`src/rtl/flip_select_controller.sv`:
```
// -----------------------------------------------------------------------------
// flip_select_controller
//
// Sequences one flip-variable selection for a broken clause. For each valid
// literal it fetches clause-occurrence data, then strobes the break-value
// selector (store literal 0, store literal 1, select) and returns the chosen
// literal through a valid/ready result port.
//
// Ports
//   clk, reset_n            clock, asynchronous active-low reset
//   start_i, clause_id_i,   start handshake (accepted while ready_o=1),
//   lit_valid_i, ready_o    clause index and per-literal valid mask
//   fetch_req_o,            fetch request for literal fetch_lit_o of clause
//   fetch_clause_o,         fetch_clause_o; fetch_ack_i accepts it,
//   fetch_lit_o,            fetch_valid_i flags the returned data
//   fetch_ack_i,
//   fetch_valid_i
//   wren_o, bv_valid_o,     selector write control, break-value valid mask,
//   selected_i              registered selector result
//   done_valid_o,           result handshake carrying the selected literal
//   done_lit_o,
//   done_ready_i
//   abort_i                 cancel the current operation
//   err_o, err_clr_i        sticky error (fetch timeout / empty mask), clear
//   sel_count_o             completed-selection counter (wraps)
// -----------------------------------------------------------------------------
module flip_select_controller #(
    parameter int CLAUSE_BITS = 16,
    parameter int TIMEOUT     = 64,
    parameter int NSAT        = 3
) (
    input  logic                   clk,
    input  logic                   reset_n,
    input  logic                   start_i,
    input  logic [CLAUSE_BITS-1:0] clause_id_i,
    input  logic [2:0]             lit_valid_i,
    output logic                   ready_o,
    output logic                   fetch_req_o,
    output logic [CLAUSE_BITS-1:0] fetch_clause_o,
    output logic [1:0]             fetch_lit_o,
    input  logic                   fetch_ack_i,
    input  logic                   fetch_valid_i,
    output logic [1:0]             wren_o,
    output logic [2:0]             bv_valid_o,
    input  logic [1:0]             selected_i,
    output logic                   done_valid_o,
    output logic [1:0]             done_lit_o,
    input  logic                   done_ready_i,
    input  logic                   abort_i,
    output logic                   err_o,
    input  logic                   err_clr_i,
    output logic [15:0]            sel_count_o
);

    if (NSAT != 3) begin : g_bad_nsat
        $error("flip_select_controller: NSAT must be 3");
    end

    if (TIMEOUT < 2 || TIMEOUT > 65535) begin : g_bad_timeout
        $error("flip_select_controller: TIMEOUT must be in 2..65535");
    end

    typedef enum logic [2:0] {
        ST_IDLE,
        ST_FETCH,
        ST_WAIT,
        ST_LOAD,
        ST_SELECT,
        ST_RESULT,
        ST_ERR
    } state_t;

    localparam logic [15:0] TMO_LAST = 16'(TIMEOUT - 1);

    localparam logic [1:0] WR_IDLE = 2'b00;
    localparam logic [1:0] WR_LIT0 = 2'b01;
    localparam logic [1:0] WR_LIT1 = 2'b10;
    localparam logic [1:0] WR_SEL  = 2'b11;

    state_t                 state;
    state_t                 state_nxt;
    logic [1:0]             lit;
    logic [1:0]             lit_nxt;
    logic [1:0]             wren_nxt;
    logic [CLAUSE_BITS-1:0] clause_q;
    logic [2:0]             mask_q;
    logic [15:0]            tmo_cnt;
    logic [15:0]            sel_count_q;
    logic [1:0]             done_lit_q;

    function automatic logic [1:0] lowest_valid(input logic [2:0] m);
        if (m[0])      return 2'd0;
        else if (m[1]) return 2'd1;
        else           return 2'd2;
    endfunction

    // Literal 2 is never stored: its data goes straight into the select
    // strobe, so a completed fetch of literal 2 bypasses LOAD.
    always_comb begin
        state_nxt = state;
        lit_nxt   = lit;
        if (state != ST_IDLE && abort_i) begin
            state_nxt = ST_IDLE;
        end else begin
            case (state)
                ST_IDLE: begin
                    if (start_i) begin
                        if (lit_valid_i == 3'b000) begin
                            state_nxt = ST_ERR;
                        end else begin
                            state_nxt = ST_FETCH;
                            lit_nxt   = lowest_valid(lit_valid_i);
                        end
                    end
                end
                ST_FETCH: begin
                    if (fetch_ack_i) state_nxt = ST_WAIT;
                end
                ST_WAIT: begin
                    if (fetch_valid_i)
                        state_nxt = (lit == 2'd2) ? ST_SELECT : ST_LOAD;
                    else if (tmo_cnt == TMO_LAST)
                        state_nxt = ST_ERR;
                end
                ST_LOAD: begin
                    if (lit == 2'd0 && mask_q[1]) begin
                        state_nxt = ST_FETCH;
                        lit_nxt   = 2'd1;
                    end else if (mask_q[2]) begin
                        state_nxt = ST_FETCH;
                        lit_nxt   = 2'd2;
                    end else begin
                        state_nxt = ST_SELECT;
                    end
                end
                ST_SELECT: state_nxt = ST_RESULT;
                ST_RESULT: begin
                    if (done_ready_i) state_nxt = ST_IDLE;
                end
                ST_ERR: begin
                    if (err_clr_i) state_nxt = ST_IDLE;
                end
                default: state_nxt = ST_IDLE;
            endcase
        end
    end

    always_comb begin
        wren_nxt = WR_IDLE;
        if (state_nxt == ST_LOAD)
            wren_nxt = (lit_nxt == 2'd0) ? WR_LIT0 : WR_LIT1;
        else if (state_nxt == ST_SELECT)
            wren_nxt = WR_SEL;
    end

    // Outputs are registered from the next state so they line up with the
    // state they describe in the same cycle.
    always_ff @(posedge clk or negedge reset_n) begin
        if (!reset_n) begin
            state        <= ST_IDLE;
            lit          <= 2'd0;
            clause_q     <= '0;
            mask_q       <= 3'b000;
            tmo_cnt      <= 16'd0;
            sel_count_q  <= 16'd0;
            ready_o      <= 1'b1;
            fetch_req_o  <= 1'b0;
            wren_o       <= WR_IDLE;
            done_valid_o <= 1'b0;
            err_o        <= 1'b0;
        end else begin
            state        <= state_nxt;
            lit          <= lit_nxt;
            ready_o      <= (state_nxt == ST_IDLE);
            fetch_req_o  <= (state_nxt == ST_FETCH);
            wren_o       <= wren_nxt;
            done_valid_o <= (state_nxt == ST_RESULT);
            err_o        <= (state_nxt == ST_ERR);

            if (state == ST_IDLE && start_i) begin
                clause_q <= clause_id_i;
                mask_q   <= lit_valid_i;
            end

            // Counts WAIT cycles only; any other state (including the FETCH
            // cycle that sees the ack) restarts it.
            if (state == ST_WAIT) tmo_cnt <= tmo_cnt + 16'd1;
            else                  tmo_cnt <= 16'd0;

            if (state == ST_RESULT && done_ready_i && !abort_i)
                sel_count_q <= sel_count_q + 16'd1;
        end
    end

    always_ff @(posedge clk) begin
        if (state == ST_SELECT && state_nxt == ST_RESULT)
            done_lit_q <= selected_i;
    end

    assign fetch_clause_o = clause_q;
    assign fetch_lit_o    = lit;
    assign bv_valid_o     = mask_q;
    assign done_lit_o     = done_lit_q;
    assign sel_count_o    = sel_count_q;

endmodule
```
`config.mk`:
```
export PLATFORM = sky130hd
export DESIGN_NAME = flip_select_controller
export DESIGN_NICKNAME = d
export VERILOG_FILES = /design/src/rtl/flip_select_controller.sv
export SDC_FILE = /design/constraint.sdc
export NUM_CORES = 1
export LEC_CHECK = 0
export BUFFER_PORTS_ARGS = -buffer_cell sky130_fd_sc_hd__clkbuf_2
export CAP_MARGIN = 25
export CORE_MARGIN = 1.5
export CORE_UTILIZATION = 40
export CTS_BUF_LIST = sky130_fd_sc_hd__clkbuf_4 sky130_fd_sc_hd__clkbuf_8
export DETAILED_ROUTE_END_ITERATION = 6
export MAX_ROUTING_LAYER = met4
export PLACE_DENSITY = 0.69
export SLEW_MARGIN = 20
export SYNTH_ARGS = -nofsm -noshare
export SYNTH_HDL_FRONTEND = slang
export SYNTH_SLANG_ARGS = --single-unit
```
`constraint.sdc`:
```
create_clock -name clk -period 3.3 [get_ports clk]
set_input_delay 0.165 -clock clk [delete_from_list [all_inputs] [get_ports clk]]
set_output_delay 0.165 -clock clk [all_outputs]
set_load 0.01 [all_outputs]
```
== Yosys cells after proc, flatten, opt, wreduce, memory -nomap -nowiden ==
Cells that the tools add are included.
Storage, ports and cells
  flip-flop bits (word level): 64
  bits of input ports: 29
  output and inout bits: 45
  logic and storage cells: 64
Operators by class
  $add $sub $neg: 2
  equal/unequal tests: 13
  multiplexer cells: 24
  reduce and logical (&&, ||, !) cells: 13
Operators by type and width (number)
  2-to-1 mux 3 bit: 11
  adder 16 x 1 -> 16 bit (second input constant): 2
  case mux 3 bit (7 select lines): 1
  2-to-1 mux 2 bit: 10
  == test 3 bit (second input constant): 6
  == test 16 x 6 -> 1 bit (second input constant): 1
  2-to-1 mux 16 bit: 1
  == test 3 x 2 -> 1 bit (second input constant): 3
  logical NOT 3 bit: 3
  == test 3 x 1 -> 1 bit (second input constant): 2
  logical AND 1 bit: 6
  logical NOT 2 bit: 2
  case mux 2 bit (2 select lines): 1
  nonzero test 3 bit: 1
  == test 2 bit (second input constant): 1
  logical NOT 1 bit: 1

== Depth between registers and ports, before layout ==
  depth after elaboration: 9
  depth in mapped cells: 6

== Worst setup path after synthesis ==
Ideal clock, no wire load.
  path type: register to register
  from: register state[2]
  to: register done_lit_q[0] (netlist: done_lit_o[0]) (enable)
  arrival: 1485 ps
  path slack: 1486 ps
  cell stages (with the launch flop): 6
  buffers on the path: 1
  period minus slack after synthesis: 1814 ps
  cell sequence: dfrtp_1 > buf_4 > nor3b_1 > and4_2 > a211oi_2 > nor3_1
On the way
  longest elaborated chain between the ends: 6
  elaborated cells between the ends (all ways): 19
Ends and longest elaborated chain
  from (decl): line 80  | state_t state;
  from (signal assigned): line 172  | state <= state_nxt;
  2-to-1 mux 3 bit: line 122  | else if (tmo_cnt == TMO_LAST)
  2-to-1 mux 3 bit: line 120  | if (fetch_valid_i)
  case mux 3 bit (7 select lines): line 105  | case (state)
  2-to-1 mux 3 bit: line 102  | if (state != ST_IDLE && abort_i) begin
  == test 3 bit: line 196  | if (state == ST_SELECT && state_nxt == ST_RESULT)
  logical AND 1 bit (*): line 196
  to (signal assigned): line 197  | done_lit_q <= selected_i;
  to (decl): line 89  | logic [1:0] done_lit_q;
Every way passes the cells marked *; elsewhere a longest branch is shown, timed or not.
A chain may end at the register's enable or synchronous reset.

== Worst setup path in the final report ==
  from: register state[0]
  to: register done_lit_q[0] (netlist: done_lit_o[0]) (enable)
The elaborated chain is that of the path after synthesis.

==> summary.md <==
| Metric | Value |
|---|---|
| Status | finished clean |
| Num CTS Buffers | 9 |
| Commonest cells in the netlist | 61 x dfrtp_1, 20 x mux2_2, 17 x nor2_1, 14 x xnor2_1, 13 x nand2_1 |
| Final Util | 0.504 |
| Htree depth | 3 |
| Largest net degree at the start of global routing | 33 |
| Crit Path Class | register to register |
| RSZ-0062 raised after global routing | no |
| Die H | 89.9 µm |
| Syn Area/Cell | 12.1 µm² |
| Ys Warns | 0 |
| Worst path bufs/invs | 0 |
| Sw frac | 0.334 |
| Sequential share of power | 0.445 |
| M2 GR Usage | 0.267 |
| Crit path max fanout | 16 |
| Net count after synthesis | 281 |
| Routed vias/inst | 5.17 |
| Crit path largest cell delay | 700 ps |
| Initial Utilization | 0.414 |
| Area delta synth->final | 21.6% |
| Critical Path Sink | done_lit_o[0] |
| Psw | 0.000864 W |
| Post-Route WL | 6140 µm |
| Clock-pin transition on the worst setup and hold timing paths | 70 ps |
| # port buffers | 73 |
| # hold bufs at CTS | 3 |
| Worst setup EP type | register |
| Critical Path RT | 3310 ps |
| Mux share of post-synthesis cell area | 0.0746 |
| Leakage | 1.71 nW |
| Least-Margin Pin Slew | 841 ps |
| Nets | 361 |
| GRT overflow | 0 |
| Critical Path Start Type | register |
| Final worst slack | 1000 ps |
| Flop2flop setup slack | between 1000 and 1500 ps |
| Crit path time final | ~2300 ps |
| Top Ports | between 70 and 80 |
| Share of async-settable or async-resettable flops after synthesis | 0.969 |
| Ranking of synthesized cells by area | dfrtp_1 51%, mux2_2 7.5%, xnor2_1 4.1% |
| Power Density | 704 nW/µm² |
| Hold slack | 55.6 ps |
| Finish-stage setup viols | 0 |
| Per-cell routed wire length | ~14 µm |
| Crit-path slowest cell | or3b_1 |
| Root buf cell | clkbuf_8 |
| Post-Synth Simple-Gate Area | 0.199 |
| Antenna fix cells | 0 |
| Count of pins over their slew limit | 0 |
| M1 GR Usage | 0.198 |
| Number of synthesized register bits | 64 |
| Fin. Hold Viols | 0 |
| Internal power | about 0.0017 W |
| Post-synth EDFFs | 2 |
| Max_cap viols | 0 |
| Initial antenna violation count | 0 |
| Place WS | 1020 ps |
| Initial DRC count | 111 |
| PostCTS Resize Cnt | 0 |
| Post-Syn Instances | 250 |
| XOR/XNOR Fraction of Synth Area | 0.0696 |
| Clock Sinks | 64 |
| Cell Area, Synth | 3020 µm² |
| Largest area contributor in the netlist | dfrtp_1 |
| Worst Path Arrival | 2300 ps |
| Sequential-to-total area share from yosys stat | 0.534 |
| Cells on worst reg2reg path | 4 |
| Critical Path Start | state[0] |
| Gpl congestion | roughly 0.85 |
| Layout cells sized above 1 | 0.364 |
| F_max | between 400 and 500 MHz |
| Vias | 2243 |
| # DRC | 0 |
| Post-CTS Setup Repair Bufs | 0 |
| Top delay family on crit path | simple AND/OR/NAND/NOR gates |
| R2R Path End | done_lit_o[0] |
| Ys flop type | dfrtp_1 |
| VDD IR-drop max | about 0.26 mV |
| Adder-Cell Fraction of Synth Area | 0.00829 |
| Most common cell in the netlist | dfrtp_1 |
| Gr usage total | 0.166 |
| GR Util met3 | 0.0592 |
| Combinational Power Share | 0.314 |
| First-pass DRT Iterations | 4 |
| Worst hold path type | input port to register |
| Largest family of logic cells by synthesized area | simple AND/OR/NAND/NOR gates |
| First-pass GRT wire length | approximately 10000 µm |
| Core ar. | 7290 µm² |
| Vias in the first global route | 2209 |
| Reg2reg start | state[0] |
| GR peak layer | met2 |
| Setup TNS | 0 ps |
| Share of total power in the clock network | 0.242 |
| Final ANT Viol Nets | 0 |
| Worst-path cell chain | or3b_1, o32ai_4, a211oi_2, nor3_1 |
| Width of the die | approximately 90 µm |
| Detailed placement HPWL | 4530 µm |
| Final period util | 0.696 |
| Synth Area in Compound Gates | 0.0907 |
| Yosys top cell area share | 0.505 |
| CTS tree | built |
| WP depth | 4 |
| Die ar. | 8080 µm² |
| Max Clock Skew | ~6.3 ps |
| Max-Slew Margin vs Limit | 0.437 |
| CTS max path bufs | 2 |
| Clk_lat worst skew | 340 ps |
| Synth cell types | 56 |
| # rows | 31 |
[worst min-delay path by stage]
stage,slack [ps],start,to,depth (start not counted)
2_1_floorplan,-130,reset_n,bv_valid_o[0],0
3_3_place_gp,240,reset_n,tmo_cnt[12],1
3_5_place_dp,240,reset_n,tmo_cnt[12],1
4_1_cts,40,clause_id_i[11],fetch_clause_o[11],2
5_1_grt,40,clause_id_i[5],fetch_clause_o[5],2
6_report,60,clause_id_i[11],fetch_clause_o[11],2
[stage by stage]
stage | instances | total power (W) | instance area [µm²]
6_report | 434 | 0.00259 | 3670
5_1_grt | 434 | 0.00275 | 3670
4_1_cts | 434 | 0.00262 | 3670
3_5_place_dp | 415 | 0.00198 | 3460
3_3_place_gp | 415 | 0.00196 | 3460
2_1_floorplan | 250 | 0.00170 | 3020
[cells in the final DEF (no fill, tap or decap), drive strengths merged, types with 6 or more instances in the layout]
cell,netlist,routed
clkbuf,1,82
dfrtp,61,61
mux2,20,20
nor2,17,17
xnor2,14,14
nand2,13,13
nand3,10,10
xor2,10,10
nand4,9,9
o21ai,9,9
a21oi,7,7
nor4,6,6
[layout make-up]
class | count | area (µm²)
flip-flops and latches | 64 | 1610
fillers | 695 | 3620
repair buffers | 78 | 410
well taps | 99 | 124
inverters | 2 | 7.51
clock buffers | 10 | 131
clock inverters | 6 | 50.0
multi-input cells | 175 | 1340
[per-layer routing]
metal,wire length (µm),up-vias
met4,72,0
met3,406,7
met5,0,-
met1,2740,1092
li1,-,1077
met2,2920,67
[kinds of logic after synthesis]
| kind of cell | Yosys count |
|---|---|
| simple gates | 93 |
| flops | 64 |
| xor+xnor | 24 |
| mux | 20 |
| fa+ha+maj | 2 |
| compound gates | 36 |
| buf+inv | 11 |
[registers in the layout, summed over array words and instances (netlist names)]
signal,flops
sel_count_o,16
fetch_req_o,1
wren_o,2
bv_valid_o,3
tmo_cnt,16
done_valid_o,1
done_lit_o,2
state,3
fetch_lit_o,2
fetch_clause_o,16
err_o,1
ready_o,1
[power groups by stage]
stage | clock, W | sequential, W | combinational (W)
floorplan | 0 | 0.00119 | 0.000504
global placement | 0 | 0.00115 | 0.000805
detailed placement | 0 | 0.00117 | 0.000814
CTS | 0.000648 | 0.00115 | 0.000822
global route | 0.000682 | 0.00118 | 0.000884
finish | 0.000625 | 0.00115 | 0.000811
No activity file was read; power rests on OpenSTA's default activity.
